## config.mk

```make
export PLATFORM = sky130hd
export DESIGN_NAME = reg_write_scoreboard
export DESIGN_NICKNAME = d
export VERILOG_FILES = /design/src/rtl/reg_write_scoreboard.sv
export SDC_FILE = /design/constraint.sdc
export NUM_CORES = 1
export LEC_CHECK = 0
export BUFFER_PORTS_ARGS = -buffer_cell sky130_fd_sc_hd__buf_2
export CAP_MARGIN = 15
export CORE_MARGIN = 1
export CORE_UTILIZATION = 35
export DETAILED_ROUTE_END_ITERATION = 10
export GPL_TIMING_DRIVEN = 0
export PLACE_DENSITY_LB_ADDON = 0.08
export SYNTH_ARGS = -nofsm -noshare
export SYNTH_HDL_FRONTEND = slang
export SYNTH_SLANG_ARGS = --single-unit
export TNS_END_PERCENT = 100
```

## constraint.sdc

```tcl
create_clock -name i_clk -period 14.2 [get_ports i_clk]
set_input_delay 2.84 -clock i_clk [delete_from_list [all_inputs] [get_ports i_clk]]
set_output_delay 2.84 -clock i_clk [all_outputs]
set_load 0.05 [all_outputs]
```

## src/rtl/reg_write_scoreboard.sv

```systemverilog
// Producer-side register write scoreboard: counts in-flight writers per register
// from decode issue to writeback release and stalls decode on RAW or capacity hazards.
module reg_write_scoreboard #(
    parameter int NREGS        = 32,
    parameter int MAX_INFLIGHT = 4,
    parameter bit WB_BYPASS    = 1'b1
) (
    input  logic             i_clk,
    input  logic             i_reset,
    input  logic             i_issue_valid,
    input  logic             i_issue_wr,
    input  logic [4:0]       i_issue_rd,
    input  logic [4:0]       i_rs1,
    input  logic [4:0]       i_rs2,
    input  logic             i_rs1_used,
    input  logic             i_rs2_used,
    input  logic             i_rel_valid,
    input  logic [4:0]       i_rel_rd,
    output logic             o_stall,
    output logic [NREGS-1:0] o_busy,
    output logic             o_err
);

    localparam int CW = $clog2(MAX_INFLIGHT + 1);

    logic [CW-1:0] cnt     [NREGS];
    logic [CW-1:0] cnt_nxt [NREGS];
    logic          issue_fire;
    logic          rel_fire;
    logic          rel_bypass;
    logic          rs1_haz;
    logic          rs2_haz;
    logic          cap_haz;
    logic          err_nxt;

    // A write-first register file lets a reader see a value retiring this cycle.
    function automatic logic still_pending(input logic [CW-1:0] c, input logic rel_hit);
        logic [CW-1:0] eff;
        eff = c - CW'(rel_hit && (c != '0));
        return eff != '0;
    endfunction

    always_comb begin
        rel_fire   = i_rel_valid && (i_rel_rd != 5'd0);
        rel_bypass = WB_BYPASS && rel_fire;

        rs1_haz = i_rs1_used && (i_rs1 != 5'd0)
                  && still_pending(cnt[i_rs1], rel_bypass && (i_rel_rd == i_rs1));
        rs2_haz = i_rs2_used && (i_rs2 != 5'd0)
                  && still_pending(cnt[i_rs2], rel_bypass && (i_rel_rd == i_rs2));
        // A same-cycle release does not free a full slot; the issue waits a cycle.
        cap_haz = i_issue_wr && (i_issue_rd != 5'd0)
                  && (cnt[i_issue_rd] == CW'(MAX_INFLIGHT));

        o_stall    = i_issue_valid && (rs1_haz || rs2_haz || cap_haz);
        issue_fire = i_issue_valid && i_issue_wr && (i_issue_rd != 5'd0) && !o_stall;
    end

    always_comb begin
        cnt_nxt[0] = '0;
        for (int r = 1; r < NREGS; r++) begin
            logic inc;
            logic rel_hit;
            inc     = issue_fire && (i_issue_rd == 5'(r));
            rel_hit = rel_fire && (i_rel_rd == 5'(r));
            cnt_nxt[r] = cnt[r];
            if (inc && !rel_hit) begin
                cnt_nxt[r] = cnt[r] + CW'(1);
            end else if (rel_hit && !inc && (cnt[r] != '0)) begin
                cnt_nxt[r] = cnt[r] - CW'(1);
            end
        end
        err_nxt = o_err || (rel_fire && (cnt[i_rel_rd] == '0));
    end

    always_ff @(posedge i_clk or negedge i_reset) begin
        if (!i_reset) begin
            for (int r = 0; r < NREGS; r++) begin
                cnt[r] <= '0;
            end
            o_err <= 1'b0;
        end else begin
            cnt   <= cnt_nxt;
            o_err <= err_nxt;
        end
    end

    always_comb begin
        o_busy = '0;
        for (int r = 1; r < NREGS; r++) begin
            o_busy[r] = (cnt[r] != '0);
        end
    end

endmodule

```

* Word-level counts from Yosys, hierarchy flattened
Index checks and enable logic that the tools add are counted.
Widths: inputs -> output; s select.
** Storage, ports and cells
- Logic and storage cells :: 551
- Register bits :: 94
- Output and inout port bits :: 34
** Cells by class
- Equal/unequal tests :: 65
- Bitwise gates (word level) :: 4
- Add/subtract/negate cells :: 64
- Order comparisons :: 4
- Mux-type cells :: 74
- Reduce and logical (&&, ||, !) cells :: 308
** Operator list (count)
- $mux 3 :: 70
- $logic_and 1x1->1 :: 171
- $eq 5x5->1 const B :: 32
- $reduce_bool 3->1 :: 35
- $add 3x1->3 const B :: 31
- $sub 3x1->3 const B :: 31
- $eq 5x4->1 const B :: 16
- $logic_not 1->1 :: 63
- $reduce_bool 2->1 :: 31
- $bmux 3 s5 :: 4
- $eq 5x3->1 const B :: 8
- $ge 6x6->1 const B :: 4
- $not 5->6 :: 4
- $eq 5x2->1 const B :: 4
- $reduce_bool 5->1 :: 4
- $eq 5x1->1 const B :: 2
- $eq 5x5->1 :: 2
- $sub 3x1->3 :: 2
- $eq 3x3->1 const B :: 1
- $logic_not 3->1 :: 1
- $logic_or 1x1->1 :: 3

* Longest topological paths before layout
- Depth in word-level cells :: 20
- Depth in mapped cells :: 24

* Least setup slack after synthesis
OpenSTA, ideal clock, no wires.
- Path type :: input -> output
- Start point :: input i_rs1[0]
- End point :: output o_stall
- Data arrival time :: 7.198 ns
- Slack :: 4.162 ns
- Data required time :: 11.360 ns
- Buffers on the path :: 6
- Stages :: 16
- Cells stage by stage :: buf_4 buf_1 buf_2 mux4_2 mux4_2 mux2i_1 a31oi_1 ha_1 xor2_1 and3_1 a211oi_1 and3b_1 buf_4 buf_6 buf_4 a21boi_0
** Between the ends
- Cells in the longest elaborated chain, start to end :: 12
** RTL lines
- start: declaration :: RTL line 13 : input logic [4:0] i_rs1,
- $not 5->6 (implied by the code) :: RTL line 48 : && still_pending(cnt[i_rs1], rel_bypass && (i_rel_rd == i_rs1));
- $bmux 3 s5 :: RTL line 48
- $mux 3 (implied by the code) (2 in a row) :: RTL line 48
- $reduce_bool 3->1 :: RTL line 39 : eff = c - CW'(rel_hit && (c != '0));
- $logic_and 1x1->1 :: RTL line 39
- $sub 3x1->3 :: RTL line 39
- $reduce_bool 3->1 :: RTL line 40 : return eff != '0;
- $logic_and 1x1->1 * :: RTL line 48
- $logic_or 1x1->1 * (2 in a row) :: RTL line 55 : o_stall = i_issue_valid && (rs1_haz || rs2_haz || cap_haz);
- $logic_and 1x1->1 * :: RTL line 55
- end: declaration :: RTL line 19 : output logic o_stall,
Mark *: on every way between the ends. The rest lies on a longest branch, timed or not. The select of a mux whose other input is x is not followed.

* Worst setup path after layout
- Start point :: input i_rs1[1]
- End point :: output o_stall
The elaborated chain is that of the path after synthesis.

==> results_tabular.tex <==
\begin{tabular}{lr}
\hline
Metric & Value \\
\hline
\multicolumn{2}{l}{\textbf{Logic synthesis}} \\
\quad Most used standard cell by instance count after synthesis & dfrtp\_1 \\
\quad Fraction of synthesized cell area taken by the top area cell type & between 20\% and 30\% \\
\quad Area leader, netlist & dfrtp\_1 \\
\quad Post-synthesis sequential area ratio & between 20\% and 30\% \\
\quad Mux share of post-synthesis cell area & a little under a quarter \\
\quad \#FFs+latches synth & 94 \\
\quad Synth top cells by count & 94 x dfrtp\_1, 89 x nor2\_1, 78 x nand2\_1 \\
\quad Yosys warns & 0 \\
\quad Ys flop type & dfrtp\_1 \\
\quad Adder-cell share of the synthesized area & 6.86\% \\
\quad Proportion of synthesized flip-flops having asynchronous set or reset & 100\% \\
\quad Post-synthesis net count & 1036 \\
\quad Compound-cell area share of the yosys netlist & 10.9\% \\
\quad Cells after synthesis & 976 \\
\quad Largest cells by area after synthesis & dfrtp\_1 25\%, mux4\_2 11\%, fa\_1 6.6\%, mux2i\_1 5.6\%, mux2\_2 4.7\% \\
\quad Post-synth EDFFs & 0 \\
\quad Syn avg cell area & 9.65 um\^{}2 \\
\quad Netlist area before placement & between 9000 and 10000 um\^{}2 \\
\quad Dominant combinational cell family by area after synthesis & simple AND/OR/NAND/NOR gates \\
\quad XOR/XNOR Fraction of Synth Area & under 10\% \\
\quad Count of unique library cells instantiated by Yosys & just under 80 \\
\quad Simple-Gate Fraction of Synth Area & 22.9\% \\
\multicolumn{2}{l}{\textbf{GRT}} \\
\quad Number of global-route vias before repair & 8233 \\
\quad Pin count of the biggest net entering global routing & between 50 and 60 \\
\quad Met2 Track Usage GR & 41.1\% \\
\quad Antenna violations before repair & 1 \\
\quad Wire length of the first global-routing pass & about 54000 um \\
\quad Met1 capacity usage during global routing & between 30 and 40\% \\
\quad Total global-route track usage & 26.5\% \\
\quad GR peak layer & met2 \\
\quad Remaining global-route overflow & 0 \\
\quad M3 GR Usage & 4.22\% \\
\multicolumn{2}{l}{\textbf{Floorplanning}} \\
\quad Die height & approximately 170 um \\
\quad Initial Util & 35.9\% \\
\quad Die Width & 166 um \\
\quad Boundary Pins & 61 \\
\quad Placeable core region & $\sim$26000 um\^{}2 \\
\quad Number of core rows & 59 \\
\quad Die area & 27600 um\^{}2 \\
\multicolumn{2}{l}{\textbf{Setup path}} \\
\quad Critical path capture point type & output pin \\
\quad Path type of the worst setup path & input port to output pin \\
\quad Crit Path Max Fanout & 10 \\
\quad Worst endpoint data arrival time & about 7.7 ns \\
\quad Critical Path Source Type & input port \\
\quad Critical Path RT & 11.36 ns \\
\quad R2R cell count & 18 \\
\multicolumn{2}{l}{\textbf{Clock network}} \\
\quad Clock Sink Count & 94 \\
\quad Total of cells resized after clock tree synthesis & 0 \\
\quad Worst-case clock buffer depth & 2 \\
\quad Hold buffer count at cts & 0 \\
\quad Root Buffer Master & clkbuf\_16 \\
\quad Clock tree from TritonCTS & done \\
\quad Clock transition at the registers of the reported paths & 0.07 ns \\
\quad Maximum level of the CTS H-tree & 3 \\
\quad Worst-Skew Late Latency & 0.37 ns \\
\quad Total clock buffers created by CTS & 9 \\
\quad Post-CTS setup repair buffer count & 0 \\
\multicolumn{2}{l}{\textbf{Place}} \\
\quad Pre-CTS WS & between 3 and 4 ns \\
\quad Global placer's final weighted congestion & between 0.9 and 1 \\
\quad Number of placed instances, taps included & 1362 \\
\quad Number of buffer cells added on primary ports & 50 \\
\quad HPWL after detailed placement & 27800 um \\
\quad Placed cell areas & 10100 um\^{}2 \\
\multicolumn{2}{l}{\textbf{STA}} \\
\quad Number of pins with negative max-slew slack in the final report & 0 \\
\quad Number of setup violations in the final report & 0 \\
\quad Final clock skew & 0.0131 ns \\
\quad Maximum clock rate & 0.0951 GHz \\
\quad Worst-case headroom to the max-slew limit & 22.5\% \\
\quad Number of hold-slack violations in the final timing report & 0 \\
\quad Final setup margin & 3.69 ns \\
\quad Time the final worst path needs with I/O delays and setup & 10.51 ns \\
\quad RSZ-0062 raised after global routing & no \\
\quad Final-layout setup total negative slack & 0 ns \\
\quad Share of the clock period used by the worst path & between 70\% and 80\% \\
\quad Tightest Pin Transition & 1.16 ns \\
\multicolumn{2}{l}{\textbf{Finish}} \\
\quad Design Area, Final & 10400 um\^{}2 \\
\quad Fin cells & about 1400 \\
\quad Area taken by flip-flops and latches & 2350 um\^{}2 \\
\quad Growth of design area from synthesis to finish & 10.5\% \\
\quad NumNets Final & around 1100 \\
\quad Filler Cell Count & 2649 \\
\quad Antenna diodes & 0 \\
\quad Total area of multi-input combinational cells & around 6600 um\^{}2 \\
\quad Fraction of final layout cells with drive strength greater than 1 & between 10\% and 20\% \\
\multicolumn{2}{l}{\textbf{Power and ir drop}} \\
\quad Logic pwr share & 55.6\% \\
\quad Largest voltage drop on the vdd net & 0.151 mV \\
\quad Power density relative to cell area & $\sim$190 nW/um\^{}2 \\
\quad Register share of total power & a little under a third \\
\quad Switching part of the total power & 53.2\% \\
\quad Total Power Consumption & just under 2 mW \\
\quad Portion of total power attributed to the clock network & 12.7\% \\
\quad Standby leakage power & 4.57 nW \\
\quad Int Power & about 920 uW \\
\quad Net Sw Power & 1.04 mW \\
\multicolumn{2}{l}{\textbf{Detailed routing}} \\
\quad Total Wirelength & 35900 um \\
\quad Antenna-violating nets left & 0 \\
\quad Vias after detailed routing & 8437 \\
\quad Starting DRC count in detailed routing & 812 \\
\quad Vias per cell & 6.12 \\
\quad Final routed wire length divided by cell count & 26.1 um \\
\quad Final routed DRC violation total & 6 \\
\quad First-pass DRT Iterations & 9 \\
\multicolumn{2}{l}{\textbf{Run}} \\
\quad Max cap viols & 0 \\
\multicolumn{2}{l}{\textbf{Outcome}} \\
\quad Result of the run & finished with violations \\
\quad Violated checks & design-rule violations \\
\multicolumn{2}{l}{\textbf{Worst hold path}} \\
\quad Hold Crit Class & flip-flop to flip-flop \\
\quad Count of cells along the worst hold path & 1 \\
\hline
\end{tabular}
cells by family (layout without fill, tap and decap cells):
family,count (synthesis),count (layout)
xor+xnor,74,74
buf+inv,102,169
fa+ha+maj,33,33
flops,94,94
simple gates,390,390
other cells,1,1
compound gates,134,134
mux,148,148
cell type report:
type                    count  share of cell area (%)
inverters                  48                    1.73
well taps                 335                    4.03
multi-input cells         780                    63.7
clock buffers              11                    2.43
clock inverters             5                   0.325
plain buffers              54                    2.45
flip-flops and latches     94                    22.6
repair buffers             51                    2.69
placed cells by master, fill, tap and decap left out, drive strengths merged, types with 4 or more instances in the layout:
master,netlist,routed
a22o,21,21
nor4b,15,15
nand4,34,34
mux4,47,47
a211oi,4,4
or2,9,9
and3,7,7
o21bai,4,4
xor2,43,43
nor2b,12,12
xnor2,31,31
buf,23,74
inv,48,48
clkbuf,31,42
nor3,50,50
nor2,89,89
or3,23,23
a31oi,12,12
a32o,7,7
dfrtp,94,94
a22oi,6,6
a31o,5,5
a311oi,6,6
nand2,78,78
a21boi,4,4
and2,4,4
nand3,36,36
nand2b,11,11
mux2i,53,53
mux2,48,48
nor4,7,7
nor3b,5,5
o21ai,14,14
fa,31,31
o41ai,5,5
a21oi,13,13
per-stage QoR:
| step | hold slack, ns | util (%) |
|---|---|---|
| global route | 0.520 | 39.7 |
| finish | 0.487 | 39.7 |
| global placement | 0.462 | 38.5 |
| CTS | 0.486 | 39.7 |
| detailed placement | 0.465 | 38.6 |
| floorplan | 0.483 | - |
layer usage:
| metal | part of all wire [%] | up-vias |
|---|---|---|
| met5 | 0 | - |
| met4 | 4.0 | 0 |
| met3 | 6.7 | 82 |
| met2 | 45 | 352 |
| met1 | 44 | 4246 |
| li1 | - | 3757 |
sequential cells by signal (all words and copies together), names as in the netlist:
signal / count
o_err: 1
cnt: 93
critical path: stages:
cell and delay (ns):
buf_2 0.15, buf_1 0.58, buf_2 0.43, buf_2 0.41, mux4_2 0.39, mux4_2 0.50, mux2i_1 0.19, a31oi_1 0.12
ha_1 0.24, xor2_1 0.17, and3_1 0.18, a211oi_1 0.24, and3b_1 0.19, buf_4 0.19, buf_6 0.21, buf_4 0.23
a21boi_0 0.14, buf_2 0.25
power groups by stage:
stage          Sequential [mW]  Clock (mW)  Combinational, mW
6_report                 0.622       0.248               1.09
5_1_grt                  0.645       0.263               1.18
4_1_cts                  0.616       0.256               1.08
3_5_place_dp             0.620           0               1.08
3_3_place_gp             0.620           0               1.08
2_1_floorplan            0.525           0              0.833
path summary, 6_finish.rpt:
check / startpoint / to / slack, ns
max: i_rs1[1] / o_stall / 3.69
min: o_err$_DFF_PN0_ / o_err$_DFF_PN0_ / 0.49
max reg2reg: cnt[74]$_DFFE_PN0P_ / cnt[83]$_DFFE_PN0P_ / 8.41
min reg2reg: o_err$_DFF_PN0_ / o_err$_DFF_PN0_ / 0.49
max in group asynchronous: i_reset / cnt[21]$_DFFE_PN0P_ / 11.00
min in group asynchronous: i_reset / cnt[73]$_DFFE_PN0P_ / 2.49
Power figures use the tool's default switching activity.
